**src/rtl/keypad_scan_ctrl_pkg.sv**
```systemverilog
// Shared constants, FSM encoding and column-priority helper for the 4x4 keypad scanner.
package keypad_scan_ctrl_pkg;

  localparam int KP_ROWS   = 4;
  localparam int KP_COLS   = 4;
  localparam int KP_CODE_W = 4;

  typedef enum logic [2:0] {
    ST_IDLE     = 3'd0,
    ST_SCAN     = 3'd1,
    ST_DEBOUNCE = 3'd2,
    ST_REPORT   = 3'd3,
    ST_RELEASE  = 3'd4
  } kp_state_e;

  // Index of the lowest-numbered active-low column; 0 when none is low.
  function automatic logic [1:0] lowest_low(input logic [KP_COLS-1:0] col);
    lowest_low = 2'd0;
    for (int i = KP_COLS-1; i >= 0; i--)
      if (!col[i]) lowest_low = 2'(i);
  endfunction

endpackage

```
**src/rtl/keypad_scan_ctrl_col_sync.sv**
```systemverilog
// Two-flop synchronizer for the asynchronous column lines; resets to "no key" (all high).
module col_sync
  import keypad_scan_ctrl_pkg::*;
(
  input  logic               clk_i,
  input  logic               rst_i,
  input  logic [KP_COLS-1:0] d_i,
  output logic [KP_COLS-1:0] q_o
);

  logic [KP_COLS-1:0] meta_q, sync_q;

  always_ff @(posedge clk_i) begin
    if (rst_i) begin
      meta_q <= '1;
      sync_q <= '1;
    end else begin
      meta_q <= d_i;
      sync_q <= meta_q;
    end
  end

  assign q_o = sync_q;

endmodule

```
**src/rtl/keypad_scan_ctrl.sv**
```systemverilog
// 4x4 matrix keypad scanner: row scan, press debounce, single-pulse report, release debounce.
module keypad_scan_ctrl
  import keypad_scan_ctrl_pkg::*;
#(
  parameter int SCAN_CYC = 1000,
  parameter int DEB_CYC  = 250000
) (
  input  logic                 clk,
  input  logic                 rst,
  input  logic [KP_COLS-1:0]   col_n,
  output logic [KP_ROWS-1:0]   row_n,
  output logic [KP_CODE_W-1:0] key_code,
  output logic                 key_valid,
  output logic                 key_busy
);

  localparam int CNT_MAX = (SCAN_CYC > DEB_CYC) ? SCAN_CYC : DEB_CYC;
  localparam int CNT_W   = (CNT_MAX > 1) ? $clog2(CNT_MAX) : 1;
  localparam logic [CNT_W-1:0] SCAN_LAST = CNT_W'(SCAN_CYC - 1);
  localparam logic [CNT_W-1:0] DEB_LAST  = CNT_W'(DEB_CYC - 1);

  kp_state_e             state_q, state_d;
  logic [CNT_W-1:0]      cnt_q, cnt_d;
  logic [1:0]            idx_q, idx_d;
  logic [1:0]            col_q, col_d;
  logic [KP_CODE_W-1:0]  code_q, code_d;
  logic [KP_COLS-1:0]    col_s;

  col_sync u_col_sync (
    .clk_i (clk),
    .rst_i (rst),
    .d_i   (col_n),
    .q_o   (col_s)
  );

  always_ff @(posedge clk) begin
    if (rst) begin
      state_q <= ST_IDLE;
      cnt_q   <= '0;
      idx_q   <= '0;
      col_q   <= '0;
      code_q  <= '0;
    end else begin
      state_q <= state_d;
      cnt_q   <= cnt_d;
      idx_q   <= idx_d;
      col_q   <= col_d;
      code_q  <= code_d;
    end
  end

  always_comb begin
    state_d   = state_q;
    cnt_d     = cnt_q;
    idx_d     = idx_q;
    col_d     = col_q;
    code_d    = code_q;
    row_n     = '0;
    key_valid = 1'b0;
    case (state_q)
      ST_IDLE: begin
        cnt_d = '0;
        idx_d = '0;
        if (col_s != '1) state_d = ST_SCAN;
      end
      ST_SCAN: begin
        row_n = ~(4'b0001 << idx_q);
        if (cnt_q == SCAN_LAST) begin
          cnt_d = '0;
          if (col_s != '1) begin
            col_d   = lowest_low(col_s);
            state_d = ST_DEBOUNCE;
          end else if (idx_q == 2'd3) begin
            state_d = ST_IDLE;
          end else begin
            idx_d = idx_q + 2'd1;
          end
        end else begin
          cnt_d = cnt_q + 1'b1;
        end
      end
      ST_DEBOUNCE: begin
        // idx_q stays frozen here and doubles as the latched row
        row_n = ~(4'b0001 << idx_q);
        if (col_s[col_q]) begin
          cnt_d   = '0;
          state_d = ST_IDLE;
        end else if (cnt_q == DEB_LAST) begin
          cnt_d   = '0;
          code_d  = {idx_q, col_q};
          state_d = ST_REPORT;
        end else begin
          cnt_d = cnt_q + 1'b1;
        end
      end
      ST_REPORT: begin
        key_valid = 1'b1;
        cnt_d     = '0;
        state_d   = ST_RELEASE;
      end
      ST_RELEASE: begin
        if (col_s != '1) begin
          cnt_d = '0;
        end else if (cnt_q == DEB_LAST) begin
          cnt_d   = '0;
          state_d = ST_IDLE;
        end else begin
          cnt_d = cnt_q + 1'b1;
        end
      end
      default: begin
        cnt_d   = '0;
        state_d = ST_IDLE;
      end
    endcase
  end

  assign key_code = code_q;
  assign key_busy = (state_q != ST_IDLE);

endmodule
```
**config.mk**
```make
export PLATFORM = sky130hd
export DESIGN_NAME = keypad_scan_ctrl
export DESIGN_NICKNAME = d
export VERILOG_FILES = /design/src/rtl/keypad_scan_ctrl_pkg.sv /design/src/rtl/keypad_scan_ctrl_col_sync.sv /design/src/rtl/keypad_scan_ctrl.sv
export SDC_FILE = /design/constraint.sdc
export NUM_CORES = 1
export LEC_CHECK = 0
export CAP_MARGIN = 20
export CORE_ASPECT_RATIO = 0.6
export CORE_UTILIZATION = 49
export CTS_CLUSTER_DIAMETER = 150
export DETAILED_ROUTE_END_ITERATION = 6
export GPL_ROUTABILITY_DRIVEN = 0
export PLACE_DENSITY = 0.76
export REMOVE_ABC_BUFFERS = 1
export SYNTH_ARGS = -nofsm -noshare
export SYNTH_HDL_FRONTEND = slang
export SYNTH_SLANG_ARGS = --single-unit
export TNS_END_PERCENT = 100
```
**constraint.sdc**
```tcl
create_clock -name clk -period 1.85 [get_ports clk]
set_input_delay 0.185 -clock clk [delete_from_list [all_inputs] [get_ports clk]]
set_output_delay 0.185 -clock clk [all_outputs]
set_load 0.005 [all_outputs]
```
# Word-level counts from Yosys, hierarchy flattened
# Cells that the tools add are included.
[op_classes]
add_sub_neg = 2
magnitude_cmp = 1
eq_ne = 16
n_shift = 1
mux = 26
n_bitwise = 2
reduce_logical = 8
[ops]
columns = ["cell", "count"]
rows = [
  ["2-to-1 mux 18 bit", 4],
  ["case mux 18 bit (3 select lines)", 1],
  ["2-to-1 mux 3 bit", 8],
  ["adder 18 x 1 -> 18 bit, second input constant", 1],
  ["equality test 18 x 10 -> 1 bit, second input constant", 1],
  ["equality test 18 bit, second input constant", 1],
  ["case mux 3 bit (5 select lines)", 1],
  ["2-to-1 mux 2 bit", 7],
  ["!= test 2 bit, second input constant", 6],
  ["equality test 3 x 2 -> 1 bit, second input constant", 2],
  ["!= test 3 bit, second input constant", 2],
  ["AND reduction 3 bit", 2],
  ["AND reduction 6 bit", 1],
  ["2-to-1 mux 4 bit", 1],
  ["!= test 4 bit, second input constant", 1],
  ["NOT 4 bit", 1],
  ["case mux 2 bit (2 select lines)", 1],
  ["AND reduction 4 bit", 1],
  ["<< shifter 1 x 2 -> 4 bit, first input constant", 1],
  ["equality test 3 x 1 -> 1 bit, second input constant", 1],
  ["equality test 3 bit, second input constant", 1],
  ["logical NOT 3 bit", 1],
  ["less-than comparator 2 x 3 -> 1 bit, second input constant", 1],
  ["nonzero test 3 bit", 1],
  ["other kinds (7)", 8],
]
[word_totals]
regBits = 37
in_bits = 6
out_inout_bits = 10

# Longest topological paths before layout
[logic_depth]
ltp_word = 5
depth_mapped = 8
depth_no_buf = 6

# Modules after synthesis
# A second synthesis with hierarchy kept.
[hier_totals]
cells_unflattened = 189
hier_area_um2 = 1677.9
[by_module_without_submodules]
columns = ["mod", "n_inst", "cells_per_inst", "area_per_inst_um2"]
rows = [
  ["keypad_scan_ctrl", 1, 173, 1467.7],
  ["col_sync", 1, 16, 210.2],
]

# Least setup slack after synthesis
# OpenSTA, ideal clock, no wires.
[synth_path]
path_type = "flip-flop to flip-flop"
from = "register col_q[0]"
to = "register cnt_q[10]"
setup_time_ps = 63
arrival_ps = 1788
required_time_ps = 1787
path_slack_ps = -1
stages_incl_launch_ff = 8
period_less_slack_ps = 1851
path_cell_list = "dfxtp_1 -> mux4_2 -> nor2_2 -> o22ai_1 -> a221o_1 -> buf_6 -> buf_12 -> nor2_4"
[synth_between]
elab_chain_len = 4
[synth_rtl]
columns = ["item", "line_no", "rtl"]
rows = [
  ["start: declaration", "keypad_scan_ctrl.sv:25", "logic [1:0] col_q, col_d;"],
  ["start signal: assignment", "keypad_scan_ctrl.sv:47", "col_q <= col_d;"],
  ["binary-select mux 1 bit (select 2 bit)", "keypad_scan_ctrl.sv:85", "if (col_s[col_q]) begin"],
  ["2-to-1 mux 1 bit (implied by the code)", "keypad_scan_ctrl.sv:85", ""],
  ["2-to-1 mux 18 bit", "keypad_scan_ctrl.sv:85", ""],
  ["case mux 18 bit (3 select lines)", "keypad_scan_ctrl.sv:60", "case (state_q)"],
  ["end signal: assignment", "keypad_scan_ctrl.sv:45", "cnt_q <= cnt_d;"],
  ["end: declaration", "keypad_scan_ctrl.sv:23", "logic [CNT_W-1:0] cnt_q, cnt_d;"],
]
# No other way between the ends. The select of a mux whose other input is x is not followed.
# A chain may end at the register's enable or synchronous reset.

# Worst setup path in the final report
[layout_path]
from = "register col_q[0]"
to = "register code_q[2] (netlist: key_code[2])"
[layout_between]
elab_chain_len = 4
[layout_rtl]
columns = ["item", "line_no", "rtl"]
rows = [
  ["binary-select mux 1 bit (select 2 bit)", "keypad_scan_ctrl.sv:85", ""],
  ["2-to-1 mux 1 bit (implied by the code)", "keypad_scan_ctrl.sv:85", ""],
  ["NOT 1 bit (no source line)", "--", ""],
  ["AND reduction 3 bit (no source line)", "--", ""],
  ["end signal: assignment", "keypad_scan_ctrl.sv:48", "code_q <= code_d;"],
  ["end: declaration", "keypad_scan_ctrl.sv:26", "logic [KP_CODE_W-1:0] code_q, code_d;"],
]
# No other way between the ends. The select of a mux whose other input is x is not followed.

==> reports/results.env <==
YOSYS.CELL_TYPES.COUNT=40
POST-ROUTE-WORST-SETUP-SLACK_PS=-0.689
CORE_UM2=3380
GRT_ANTENNA_BEFORE_REPAIR=0
CTS_ROOT_BUFFER='sky130_fd_sc_hd__clkbuf_8'
STATUS='finished, violations left'
WORST_CLOCK_SKEW_PS=5.90
YOSYSTOPAREACELLSHARE_PCT=41.1
TIMING.CRITICAL_PATH.MAX_DELAY_FAMILY='multiplexers'
LAYOUT_CELL_SHARE_WITH_DRIVE_STRENGTH_BEYOND_1_PCT=33.2
CLOCK_SINK_COUNT=37
CRITPATHMAXFANOUT=4
CRITICAL_PATH.CELL_CHAIN='mux4_2 > or2_1 > or3_4 > mux2i_1 > nor2_1'
TOTAL_POWER_mW=2.02
MIN_TO='u_col_sync.q_o[1]$_SDFF_PP1_'
FMAX_GHz=0.540
GRT_SETUP_UNREPAIRED='yes'
REG2REG_DEPTH=5
SYNTHESIS.YOSYS.WARNINGS=0
FINAL-INSTANCE-COUNT-EXCL-FILL=280
HOLD_VIOL=0
YS_FF_LATCH=37
TRITONCTS.NUM_BUFFERS=5
FINAL-SETUP-VIOL-COUNT=1
ANT_NETS=0
DIE_HEIGHT_UM=49.0
ROUTED_VIA_DENSITY=5.41
MET1_USAGE_PCT=29.1
CLK_PIN_SLEW_WORST_PATHS_PS=80
POST-ROUTE-PERIOD-UTIL_PCT=100
TIMING.SLEW.HEADROOM_PCT=73.2
DP.FINAL_HPWL_MM=2.80
TIMING.CRITICAL_PATH.SLOWEST_STAGE_CELL='sky130_fd_sc_hd__mux4_2'
ASYNCSETRESETFLOPFRACSYNTH_PCT=0
SYNTH.TOP_CELLS.BY_COUNT='sky130_fd_sc_hd__dfxtp_1, sky130_fd_sc_hd__nor2_1, sky130_fd_sc_hd__xnor2_1, sky130_fd_sc_hd__nand3_1, sky130_fd_sc_hd__or2_2'
CP.BUFFERS_INVERTERS=0
SYNTH.AVG_CELL_AREA_UM2=9.28
SYNTH_SEQ_AREA_SHARE_PCT=41.1
PEAKVDDDROP_mV=0.512
PLACEMENT.SETUP.WORST_SLACK_PS=-112
VIAS=1515
CRITPATHLAUNCHTYPE='register'
WORST-ENDPOINT-ARRIVAL_PS=2040
TIMING.HOLD.WORST.START='u_col_sync.meta_q[1]$_SDFF_PP1_'
ANTENNA_CELLS_INSERTED=0
GROWTH_OF_DESIGN_AREA_FROM_SYNTHESIS_TO_FINISH_PCT=30.9
LARGEST_NET_DEGREE_AT_THE_START_OF_GLOBAL_ROUTING=20
MET3_DEMAND_TO_CAPACITY_SHARE_IN_GLOBAL_ROUTING_PCT=5.61
NETLIST_INSTANCES=194
GRT.MET2_USAGE_PCT=36.3
CELLPOWERDENSITY_nW_PER_UM2=856
CLOCK_TREE_FROM_TRITONCTS='yes'
WORST_HOLD_SLACK_PS=415
POWER_LEAKAGE_nW=0.885
DRC_ERRORS=0
TIMING.RR.END='key_code[2]$_SDFFE_PP0P_'
FINAL_MAX_SLEW_VIOL_COUNT=0
DESIGN.FINAL.NETS=245
CTS_MAX_PATH_BUFFERS=2
CP_SLOWEST_STAGE_DELAY_PS=540
SYNTHDOMINANTAREACELLTYPE='sky130_fd_sc_hd__dfxtp_1'
PLACE_INST=269
START_UTIL_PCT=53.2
CLOCK_INSERTION_DELAY_WORST_SKEW_PS=300
TIMING.RR.START='col_q[0]$_SDFFE_PP0P_'
YOSYS-TOP-CELLS-AREA='sky130_fd_sc_hd__dfxtp_1, sky130_fd_sc_hd__xnor2_1, sky130_fd_sc_hd__nor2_4, sky130_fd_sc_hd__nor2_1, sky130_fd_sc_hd__ha_1'
FIRST_PASS_ITERS=4
CRITICAL_PATH.ENDPOINT_TYPE='register'
GLOBALROUTEOVERFLOWTOTAL=0
ROWS=16
MAPPEDNETLISTAREA_UM2=1800
DIE_AREA_UM2=3930
SYNTH_FLOP_CELL='sky130_fd_sc_hd__dfxtp_1'
SYNTH-EDFF-COUNT=0
GRT_PASS1_WL_MM=6.49
INITIALDRTVIOLATIONCOUNT=152
FAILING_CHECKS='setup timing'
HTREE_LEVELS=2
WORST_SLEW_PIN_SLEW_PS=401
WORST-ENDPOINT-REQUIRED_PS=2040
TOP_USAGE_LAYER='met2'
GRT.TOTAL_USAGE_PCT=22.3
WIRELENGTH_MM=4.08
IOS=16
PORTBUFS=15
WORST-R2R-SETUP-SLACK_PS=-0.7
CRITPATHKIND='register to register'
DRV_CAP=0
HOLD_PATH_CLASS='register to register'
WORST_HOLD_PATH.NUM_CELLS=1
FLOORPLAN.DIE.WIDTH_UM=80.3
ROUTE.DETAILED.WL_PER_INST_UM=14.6
VIA_COUNT_OF_THE_FIRST_GLOBAL_ROUTING_PASS=1428
FINAL_PERIOD_MINUS_WORST_SETUP_SLACK_PS=1850
SYNTHMOSTINSTANTIATEDCELL='sky130_fd_sc_hd__dfxtp_1'
-- cells by family (layout without fill, tap and decap cells) --
group	Yosys count	count (layout)	share of synthesized area, %
adders and majority gates	5	5	3.47
buffers and inverters	15	56	4.73
and+or+nand+nor	94	94	31.3
AOI/OAI and AO/OA	20	20	7.09
xor gates and xnor gates	18	18	8.76
muxes	5	5	3.47
DFF	37	37	41.1
-- power by group --
part	internal [mW]	switching (mW)
clock network	0.267	0.318
logic	0.306	0.272
registers	0.828	0.0265
-- repair_timing --
item | CTS | global route
pin swaps | 4 | 4
gates resized for setup | 19 | 17
setup buffers | 2 | 1
setup endpoints to repair | 33 | 28
hold buffers | 0 | 0
-- worst max-delay path by stage --
stage                           from                        to  cells after the start
2_1_floorplan    cnt_q[0]$_SDFF_PP0_      cnt_q[17]$_SDFF_PP0_                      6
5_1_grt        col_q[0]$_SDFFE_PP0P_  key_code[2]$_SDFFE_PP0P_                      5
3_3_place_gp    cnt_q[15]$_SDFF_PP0_   state_q[0]$_SDFFE_PP0P_                      5
4_1_cts        col_q[0]$_SDFFE_PP0P_  key_code[3]$_SDFFE_PP0P_                      5
6_report       col_q[0]$_SDFFE_PP0P_  key_code[2]$_SDFFE_PP0P_                      5
3_5_place_dp     cnt_q[1]$_SDFF_PP0_   state_q[0]$_SDFFE_PP0P_                      7
-- metal layers --
layer  part of all wire (%)  up-vias
li1                       -      749
met1                     45      718
met2                     47       43
met3                    6.2        5
met4                   0.98        0
met5                      0        -
-- state kept, by name, indices dropped and copies added, names as in the netlist --
| signal | count |
|---|---|
| u_col_sync.q_o | 4 |
| u_col_sync.meta_q | 4 |
| state_q | 3 |
| cnt_q | 18 |
| key_code | 4 |
| idx_q | 2 |
| col_q | 2 |
-- metrics by stage --
stage | TNS [ps] | util (%) | instance area (um2)
global placement | -27.0 | 63.1 | 2130
global route | -892 | 69.7 | 2360
floorplan | -6920 | - | 1740
detailed placement | -1460 | 63.1 | 2130
finish | -0.689 | 69.7 | 2360
CTS | 0 | 67.5 | 2280
-- area by class of cell --
cell class / count / area, um2
fillers: 251 / 1030
flip-flops and latches: 37 / 756
multi-input cells: 142 / 1070
inverters: 7 / 26.3
clock inverters: 3 / 21.3
repair buffers: 41 / 355
well taps: 45 / 56.3
clock buffers: 5 / 68.8
-- cell usage in the layout, fill, tap and decap left out, types with 2 or more instances in the layout --
master                            synthesis  final
sky130_fd_sc_hd__and3_1                   7      7
sky130_fd_sc_hd__or3_1                    5      2
sky130_fd_sc_hd__or2_2                    9      9
sky130_fd_sc_hd__o21ai_0                  5      3
sky130_fd_sc_hd__nor3b_1                  3      3
sky130_fd_sc_hd__nor2_2                   3      2
sky130_fd_sc_hd__nor3_1                   3      2
sky130_fd_sc_hd__or3b_1                   2      2
sky130_fd_sc_hd__nand3_1                 10     10
sky130_fd_sc_hd__nor2_4                   8      9
sky130_fd_sc_hd__nor4b_2                  0      3
sky130_fd_sc_hd__nand2_1                  7      7
sky130_fd_sc_hd__inv_1                    7      7
sky130_fd_sc_hd__nor2_1                  21     21
sky130_fd_sc_hd__xor2_1                   7      7
sky130_fd_sc_hd__xnor2_1                 11     11
sky130_fd_sc_hd__dfxtp_2                  0      9
sky130_fd_sc_hd__nand4_1                  3      3
sky130_fd_sc_hd__nand2b_1                 2      2
sky130_fd_sc_hd__nor4_2                   0      2
sky130_fd_sc_hd__clkbuf_8                 0      5
sky130_fd_sc_hd__a21oi_1                  6      6
sky130_fd_sc_hd__nand3b_1                 2      2
sky130_fd_sc_hd__or3_4                    0      3
sky130_fd_sc_hd__buf_4                    0     24
sky130_fd_sc_hd__clkdlybuf4s50_1          0     10
sky130_fd_sc_hd__a211oi_1                 2      2
sky130_fd_sc_hd__dfxtp_1                 37     27
sky130_fd_sc_hd__mux2i_1                  4      4
sky130_fd_sc_hd__dlygate4sd2_1            0      5
sky130_fd_sc_hd__ha_1                     5      4
No activity file was read; power rests on OpenSTA's default activity.
